**src/rtl/instr_fetch_unit_if.sv**
```systemverilog
// Core-facing instruction handshake and redirect bundle for instr_fetch_unit.
// master = fetch unit (drives instructions), slave = core (accepts, redirects).
interface instr_fetch_unit_if;
  logic        instr_valid;
  logic        instr_ready;
  logic [15:0] instr_opcode;
  logic [15:0] instr_operand;
  logic        instr_two_word;
  logic [15:0] instr_pc;
  logic        redirect_valid;
  logic [15:0] redirect_pc;

  modport master (
    output instr_valid, instr_opcode, instr_operand, instr_two_word, instr_pc,
    input  instr_ready, redirect_valid, redirect_pc
  );

  modport slave (
    input  instr_valid, instr_opcode, instr_operand, instr_two_word, instr_pc,
    output instr_ready, redirect_valid, redirect_pc
  );
endinterface

```
**src/rtl/instr_fetch_unit.sv**
```systemverilog
// Instruction fetch requester: reads 1- or 2-word instructions from a 1-cycle-latency RAM
// and offers them to the core. Optional handshake counter built when IFU_PERF_CNT_EN is defined.
//
// state   | meaning
// REQ_OP  | iram_addr = pc, RAM samples opcode address
// CAP_OP  | capture opcode, decide instruction length
// REQ_OPR | RAM samples pc+1 (operand address)
// CAP_OPR | capture operand word
// VALID   | instruction offered, wait for handshake
// HALT    | ENDOP consumed, frozen until rst
module instr_fetch_unit #(
  parameter logic [15:0] RESET_PC = 16'd0,
  parameter logic [15:0] OP_LDAC  = 16'd7,
  parameter logic [15:0] OP_STAC  = 16'd11,
  parameter logic [15:0] OP_JUMP  = 16'd31,
  parameter logic [15:0] OP_JUMPZ = 16'd33,
  parameter logic [15:0] OP_ENDOP = 16'd37
) (
  input  logic                  clk,
  input  logic                  rst,
  output logic [15:0]           iram_addr,
  input  logic [15:0]           iram_data,
  instr_fetch_unit_if.master    core,
  output logic                  halted,
  output logic [31:0]           fetch_count
);

  typedef enum logic [2:0] {REQ_OP, CAP_OP, REQ_OPR, CAP_OPR, VALID, HALT} state_t;

  state_t      state;
  logic [15:0] pc;
  logic [15:0] pc_next;
  logic [15:0] pc_plus1;
  logic        handshake;
  logic        op_has_operand;

  assign handshake      = core.instr_valid & core.instr_ready;
  assign pc_plus1       = pc + 16'd1;
  assign pc_next        = pc + (core.instr_two_word ? 16'd2 : 16'd1);
  assign op_has_operand = (iram_data == OP_LDAC) || (iram_data == OP_STAC) ||
                          (iram_data == OP_JUMP) || (iram_data == OP_JUMPZ);

  always_ff @(posedge clk) begin
    if (rst) begin
      state               <= REQ_OP;
      pc                  <= RESET_PC;
      iram_addr           <= RESET_PC;
      core.instr_valid    <= 1'b0;
      core.instr_opcode   <= 16'd0;
      core.instr_operand  <= 16'd0;
      core.instr_two_word <= 1'b0;
      core.instr_pc       <= 16'd0;
      halted              <= 1'b0;
    end else if (state != HALT) begin
      // An ENDOP handshake beats a simultaneous redirect.
      if (handshake && core.instr_opcode == OP_ENDOP) begin
        pc               <= pc_next;
        iram_addr        <= pc_next;
        core.instr_valid <= 1'b0;
        halted           <= 1'b1;
        state            <= HALT;
      end else if (core.redirect_valid) begin
        pc               <= core.redirect_pc;
        iram_addr        <= core.redirect_pc;
        core.instr_valid <= 1'b0;
        state            <= REQ_OP;
      end else begin
        case (state)
          REQ_OP: state <= CAP_OP;
          CAP_OP: begin
            core.instr_opcode <= iram_data;
            core.instr_pc     <= pc;
            if (op_has_operand) begin
              iram_addr           <= pc_plus1;
              core.instr_two_word <= 1'b1;
              state               <= REQ_OPR;
            end else begin
              core.instr_operand  <= 16'd0;
              core.instr_two_word <= 1'b0;
              core.instr_valid    <= 1'b1;
              state               <= VALID;
            end
          end
          REQ_OPR: state <= CAP_OPR;
          CAP_OPR: begin
            core.instr_operand <= iram_data;
            core.instr_valid   <= 1'b1;
            state              <= VALID;
          end
          VALID: begin
            if (handshake) begin
              pc               <= pc_next;
              iram_addr        <= pc_next;
              core.instr_valid <= 1'b0;
              state            <= REQ_OP;
            end
          end
          default: state <= REQ_OP;
        endcase
      end
    end
  end

`ifdef IFU_PERF_CNT_EN
  always_ff @(posedge clk) begin
    if (rst)            fetch_count <= 32'd0;
    else if (handshake) fetch_count <= fetch_count + 32'd1;
  end
`else
  assign fetch_count = 32'd0;
`endif

endmodule

```
**src/flat_wrapper.sv**
```systemverilog
// flat-port wrapper written by rule: the top's interface ports become plain ports
module instr_fetch_unit_flat 
#(
  parameter logic [15:0] RESET_PC = 16'd0,
  parameter logic [15:0] OP_LDAC  = 16'd7,
  parameter logic [15:0] OP_STAC  = 16'd11,
  parameter logic [15:0] OP_JUMP  = 16'd31,
  parameter logic [15:0] OP_JUMPZ = 16'd33,
  parameter logic [15:0] OP_ENDOP = 16'd37
)
  (clk, rst, iram_addr, iram_data, halted, fetch_count, core_instr_valid, core_instr_opcode, core_instr_operand, core_instr_two_word, core_instr_pc, core_instr_ready, core_redirect_valid, core_redirect_pc);
  instr_fetch_unit_if core_i ();
  input  logic clk;
  input  logic rst;
  output logic [15:0] iram_addr;
  input  logic [15:0] iram_data;
  output logic halted;
  output logic [31:0] fetch_count;
  output wire logic [$bits(core_i.instr_valid)-1:0] core_instr_valid;
  output wire logic [$bits(core_i.instr_opcode)-1:0] core_instr_opcode;
  output wire logic [$bits(core_i.instr_operand)-1:0] core_instr_operand;
  output wire logic [$bits(core_i.instr_two_word)-1:0] core_instr_two_word;
  output wire logic [$bits(core_i.instr_pc)-1:0] core_instr_pc;
  input wire logic [$bits(core_i.instr_ready)-1:0] core_instr_ready;
  input wire logic [$bits(core_i.redirect_valid)-1:0] core_redirect_valid;
  input wire logic [$bits(core_i.redirect_pc)-1:0] core_redirect_pc;
  assign core_instr_valid = core_i.instr_valid;
  assign core_instr_opcode = core_i.instr_opcode;
  assign core_instr_operand = core_i.instr_operand;
  assign core_instr_two_word = core_i.instr_two_word;
  assign core_instr_pc = core_i.instr_pc;
  assign core_i.instr_ready = core_instr_ready;
  assign core_i.redirect_valid = core_redirect_valid;
  assign core_i.redirect_pc = core_redirect_pc;
  instr_fetch_unit #(.RESET_PC(RESET_PC), .OP_LDAC(OP_LDAC), .OP_STAC(OP_STAC), .OP_JUMP(OP_JUMP), .OP_JUMPZ(OP_JUMPZ), .OP_ENDOP(OP_ENDOP)) u_core (.clk(clk), .rst(rst), .iram_addr(iram_addr), .iram_data(iram_data), .core(core_i), .halted(halted), .fetch_count(fetch_count));
endmodule
```
**config.mk**
```make
export PLATFORM = sky130hd
export DESIGN_NAME = instr_fetch_unit_flat
export DESIGN_NICKNAME = d
export VERILOG_FILES = /design/src/rtl/instr_fetch_unit_if.sv /design/src/rtl/instr_fetch_unit.sv /design/src/flat_wrapper.sv
export SDC_FILE = /design/constraint.sdc
export NUM_CORES = 1
export LEC_CHECK = 0
export ABC_AREA = 0
export CELL_PAD_IN_SITES_DETAIL_PLACEMENT = 0
export CELL_PAD_IN_SITES_GLOBAL_PLACEMENT = 1
export CORE_ASPECT_RATIO = 0.8
export CORE_MARGIN = 2
export CORE_UTILIZATION = 31
export DETAILED_ROUTE_END_ITERATION = 8
export PLACE_DENSITY_LB_ADDON = 0.05
export SLEW_MARGIN = 10
export SYNTH_ARGS = -nofsm -noshare
export SYNTH_HDL_FRONTEND = slang
export SYNTH_SLANG_ARGS = --single-unit
```
**constraint.sdc**
```tcl
create_clock -name clk -period 2.66 [get_ports clk]
set_input_delay 0.532 -clock clk [delete_from_list [all_inputs] [get_ports clk]]
set_output_delay 0.532 -clock clk [all_outputs]
set_load 0.01 [all_outputs]
```
* After elaboration in Yosys (flattened, before gate mapping)
Cells that the tools add are included. W data, S select, Z words.
Storage, ports and cells: register bits 86, bits of input ports 36, output and inout port bits 99, word-level logic and storage cells 67
Operators by class: $add $sub $neg 2, eq/ne operators 14, muxes and demuxes 22, bitwise gates (word level) 3, reduce and logical (&&, ||, !) cells 17
Operators with widths (number):
- $mux W16 | 8
- $pmux W16 S2 | 2
- $eq A16 B6 Y1 const B | 2
- $add A16 B1 Y16 const B | 1
- $add A16 B16 Y16 | 1
- $eq A16 B3 Y1 const B | 1
- $eq A16 B4 Y1 const B | 1
- $eq A16 B5 Y1 const B | 1
- $pmux W3 S5 | 1
- $mux W3 | 4
- $reduce_and A4 Y1 | 3
- $ne A4 B2 Y1 const B | 2
- $eq A3 B2 Y1 const B | 2
- $reduce_bool A3 Y1 | 2
- $mux W1 | 5
- $reduce_and A5 Y1 | 1
- $reduce_bool A5 Y1 | 1
- $ne A4 B4 Y1 const B | 1
- $reduce_and A2 Y1 | 2
- $reduce_bool A4 Y1 | 1
- $eq A3 B1 Y1 const B | 1
- $eq A3 B3 Y1 const B | 1
- $logic_not A3 Y1 | 1
- $logic_or A1 B1 Y1 | 3
- 9 further kinds | 10

* Logic depth before layout (Yosys ltp)
Gate-level depths: netlist of run 1.
depth after elaboration 8, mapped depth 10, depth with buffers taken out 10

* Worst setup path after synthesis of run 1
No wires, ideal clock.
kind register to register, start point register u_core.core.instr_two_word, end point register u_core.iram_addr[14], setup time 122 ps, data arrival time 2531 ps, data required time 2538 ps, setup slack 7 ps, stages on the path, launching flop included 11, buffers on the path 0, period minus slack after synthesis 2653 ps, cell sequence dfxtp_1 > inv_1 > ha_1 > inv_1 > fa_1 > nand3b_1 > mux2_4 > or3_4 > o32a_1 > o211ai_1 > a21oi_1
Between the ends: longest elaborated chain between the ends 6
RTL lines:
- start: declaration | line instr_fetch_unit_if.sv:14 | output instr_valid, instr_opcode, instr_operand, instr_two_word, instr_pc,
- start signal: assignment | line instr_fetch_unit.sv:51 | core.instr_two_word <= 1'b0;
- start signal: assignment | line instr_fetch_unit.sv:75 | core.instr_two_word <= 1'b1;
- start signal: assignment | line instr_fetch_unit.sv:79 | core.instr_two_word <= 1'b0;
- $mux W2 (*) | line instr_fetch_unit.sv:39 | assign pc_next = pc + (core.instr_two_word ? 16'd2 : 16'd1);
- $add A16 B16 Y16 (*) | line instr_fetch_unit.sv:39
- $mux W16 | line instr_fetch_unit.sv:91 | if (handshake) begin
- $pmux W16 S2 | line instr_fetch_unit.sv:68 | case (state)
- $mux W16 | line instr_fetch_unit.sv:62 | end else if (core.redirect_valid) begin
- $mux W16 (*) | line instr_fetch_unit.sv:56 | if (handshake && core.instr_opcode == OP_ENDOP) begin
- end signal: assignment | line instr_fetch_unit.sv:58 | iram_addr <= pc_next;
- end signal: assignment | line instr_fetch_unit.sv:64 | iram_addr <= core.redirect_pc;
- end signal: assignment | line instr_fetch_unit.sv:93 | iram_addr <= pc_next;
- end: declaration | line instr_fetch_unit.sv:21 | output logic [15:0] iram_addr,
Mark *: on every way between the ends. The rest lies on a longest branch, timed or not. The select of a mux whose other input is x is not followed. A chain may end at the register's enable or synchronous reset.

* Worst setup path in the final report of run 1
Same ends and word-level chain as after synthesis.

==> impl_results.md, run 1 <==
- Final setup margin: 0.0460 ns
- Total chip power: 3410 µW
- Worst stage delay on the critical path: 0.35 ns
- Die Area: 16300 µm²
- Final ANT Viol Nets: 0
- First-pass GRT wire length: 26.5 mm
- Slew headroom: 43.8%
- Cts-stage hold buffer count: 0
- Largest family of logic cells by synthesized area: simple AND/OR/NAND/NOR gates
- Comb power frac: 16.7%
- DRT iter0 DRCs: 308
- Worst Max-Slew Pin Slew: 0.842 ns
- Post-synthesis adder-cell area fraction: 1.21%
- Row count: 40
- Asr flop ratio synth: 0%
- CP Launch Type: flop
- Synth top area share: 36.3%
- Count of cell types in the netlist: 64
- DP HPWL: 12.2 mm
- Reg power frac: 40.6%
- Synth area leader: dfxtp_1
- CTS Buf Count: 9
- FF-to-FF setup slack: 0.05 ns
- Cells after synthesis: 596
- NetSw: 886 µW
- Min-Delay Path Depth: 2
- Remaining global-route overflow: 0
- Crit path max-delay cell type: mux2_4
- Reg-to-reg endpoint: u_core.iram_addr[14]
- Drt first pass iters: 5
- CTS tree: built
- Unrepaired setup endpoints after global routing: true
- Setup violators final: 0
- Wire length per cell: 18.5 µm
- Initial antenna violation count: 1
- Period minus WS final: 2.61 ns
- Synthesized flop and latch total: 86
- Fmax achieved: 383 MHz
- Setup TNS: 0 ns
- CTS clk-pin slew, worst paths: 0.06 ns
- Vias in the first global route: 4597
- Placeable core area: 15000 µm²
- CTS sink cnt: 86
- Clk_lat worst skew: 0.35 ns
- Commonest non-fill, non-tap cell in the layout: clkdlybuf4s50_1
- Hold WC Path Type: reg2reg
- Worst VDD drop: 0.323 mV
- Clock power share: 42.7%
- Int Pwr: 2520 µW
- Critical Path RT: 2.89 ns
- Reg-to-reg startpoint: u_core.core.instr_two_word
- Post-synth EDFFs: 0
- Syn avg cell area: 7.95 µm²
- Max_cap viols: 0
- Number of port buffers: 102
- Initial Util: 31.7%
- Switch share: 26.0%
- Final WL: 17.3 mm
- Arr. time, crit path: 2.84 ns
- Compound-Gate Fraction of Synth Area: 18.6%
- Fin. max-slew vios: 0
- Cell Chain, Critical Path: inv_2, ha_2, inv_1, fa_2, nand3b_1, mux2_4, or3_4, o32a_1, o211ai_1, a21oi_1
- Antenna diodes: 0
- Synthesized area: 4740 µm²
- Worst setup EP type: flop
- Setup Skew: 0.00684 ns
- Root Driver: clkbuf_16
- DRC errors left: 0
- Layout cell share with drive strength beyond 1: 13.6%
- DR vias: 4901
- Die width: 142 µm
- Inst Count DP: 911
- H-tree Lvls: 3
- Status: complete, no violations
- Pin count of the biggest net entering global routing: 75
- Tcrit/Tclk final: 98.3%
- Pleak: 0.00263 µW
- Hold EP: u_core.core.instr_operand[12]
- Commonest non-fill, non-tap cells in the layout: clkdlybuf4s50_1 (101), dfxtp_1 (86), nor2_1 (64), buf_4 (64), nand2_1 (51)
- Ys Warns: 0
- Dpl ws: -0.239 ns
- Area grow syn2layout: 40.4%
- Fillers: 1494
- Top cells by area, synth: dfxtp_1 (36%), mux2i_1 (6.8%), buf_4 (5.5%), a21oi_1 (5.3%), nor2_1 (5.1%)
- Top_reg_cell synth: dfxtp_1
- Register area share after synthesis: 36.3%
- All-Layer GR Usage: 21.3%
- Die Span Y: 115 µm
- Clk buf depth: 2
- GPL Wtd Cong: 0.869
- Worst Path Max Fanout: 5
- Reg2reg path depth: 10
- Multiplexer share of the synthesized area: 7.07%
- Hold path startpoint: u_core.core.instr_operand[12]
- Layout Cells excl Fill: 932
- Vias per inst: 5.26
- Num ports: 135
- Final hold vios: 0
- Setup CP Type: reg2reg
- Final Net Count: 778
- Pwr Density: 512 nW/µm²
- XOR/XNOR Fraction of Synth Area: 2.96%
- Simple-gate portion of the synthesized area: 24.5%
-- registers in the layout, indices dropped and copies added (netlist names) --
name,cells
u_core.core.instr_pc,16
u_core.core.instr_operand,16
u_core.iram_addr,16
u_core.core.instr_opcode,16
u_core.pc,16
u_core.state,3
u_core.core.instr_valid,1
u_core.halted,1
u_core.core.instr_two_word,1
-- worst max path at each step --
stage	from	to	slack [ns]	cells past startpoint
after global placement	iram_data[5]	u_core.iram_addr[15]	-0.19	7
final	u_core.core.instr_two_word	u_core.iram_addr[14]	0.05	10
after global routing	u_core.core.instr_two_word	u_core.iram_addr[14]	-0.06	10
after CTS	u_core.core.instr_two_word	u_core.iram_addr[14]	0.03	10
after detailed placement	iram_data[5]	u_core.iram_addr[15]	-0.24	7
after floorplan	u_core.core.instr_two_word	u_core.iram_addr[14]	0.007	10
-- layer usage --
layer,vias to the layer above,global-route usage [%],routed length (µm)
li1,2356,-,-
met1,2335,32.7,8930
met2,190,29.3,6950
met3,18,5.14,1140
met4,2,5.67,223
met5,-,0,13
-- cell type report --
cell class,instances,area [µm²],area share [%]
Inverter,8,30.0,0.451
Timing Repair Buffer,172,1620,24.3
Multi-Input combinational cell,461,2720,40.9
Tap cell,189,236,3.55
Clock buffer,12,236,3.55
Clock inverter,4,95.1,1.43
Sequential cell,86,1720,25.9
-- power groups by stage --
stage	registers [µW]	clock network, µW	logic (µW)
6_report	1380	1460	568
5_1_grt	1390	1550	614
4_1_cts	1380	1500	564
3_5_place_dp	1410	0	560
3_3_place_gp	1410	0	556
2_1_floorplan	1410	0	295
-- repair_timing --
action	in CTS	in global routing
gates resized for setup	3	3
buffers inserted	2	3
setup endpoints to repair	2	4
pin swaps	0	2
-- worst max-delay path: cells and delay by family (launching register included) --
| family | cells | cell delay (ns) |
|---|---|---|
| AOI/OAI and AO/OA | 3 | 0.54 |
| adders and majority gates | 2 | 0.51 |
| buffers and inverters | 2 | 0.11 |
| DFF | 1 | 0.32 |
| muxes | 1 | 0.35 |
| and+or+nand+nor | 2 | 0.65 |
-- cells in the mapped netlist, drive strengths merged, types with 2 or more instances --
cell type and n:
a211oi 3, a21o 3, a21oi 50, a2bb2oi 5, a31oi 7, and2 18
and3 3, buf 43, clkbuf 29, dfxtp 86, ha 3, inv 8
mux2i 32, nand2 52, nand2b 2, nand3 14, nand3b 2, nand4 25
nor2 66, nor3 15, nor3b 4, nor4 13, nor4b 2, o211ai 8
o21a 4, o21ai 44, o22a 2, o22ai 3, or2 2, or3 5
or4 2, xnor2 9, xor2 7
-- stage by stage --
| step | utilization [%] | instance area [µm²] | hold WS (ns) |
|---|---|---|---|
| after floorplan | - | 4860 | 0.476 |
| after CTS | 44.2 | 6620 | 0.455 |
| after detailed placement | 41.9 | 6270 | 0.446 |
| after global routing | 44.5 | 6660 | 0.478 |
| after global placement | 41.9 | 6270 | 0.440 |
| final | 44.5 | 6660 | 0.451 |
-- cell families after synthesis --
group | after synthesis
fa+ha+maj | 4
other cells | 1
mux | 33
compound gates | 145
xor+xnor | 16
flops | 86
buf+inv | 80
simple gates | 231
Note: power is estimated with default switching activity, not from simulation.
==> run 2, diff against run 1 <==
Settings changed: CAP_MARGIN set to 10.
==> results of run 2 <==
Final layout, timing and power as in run 1 (identical DEF).
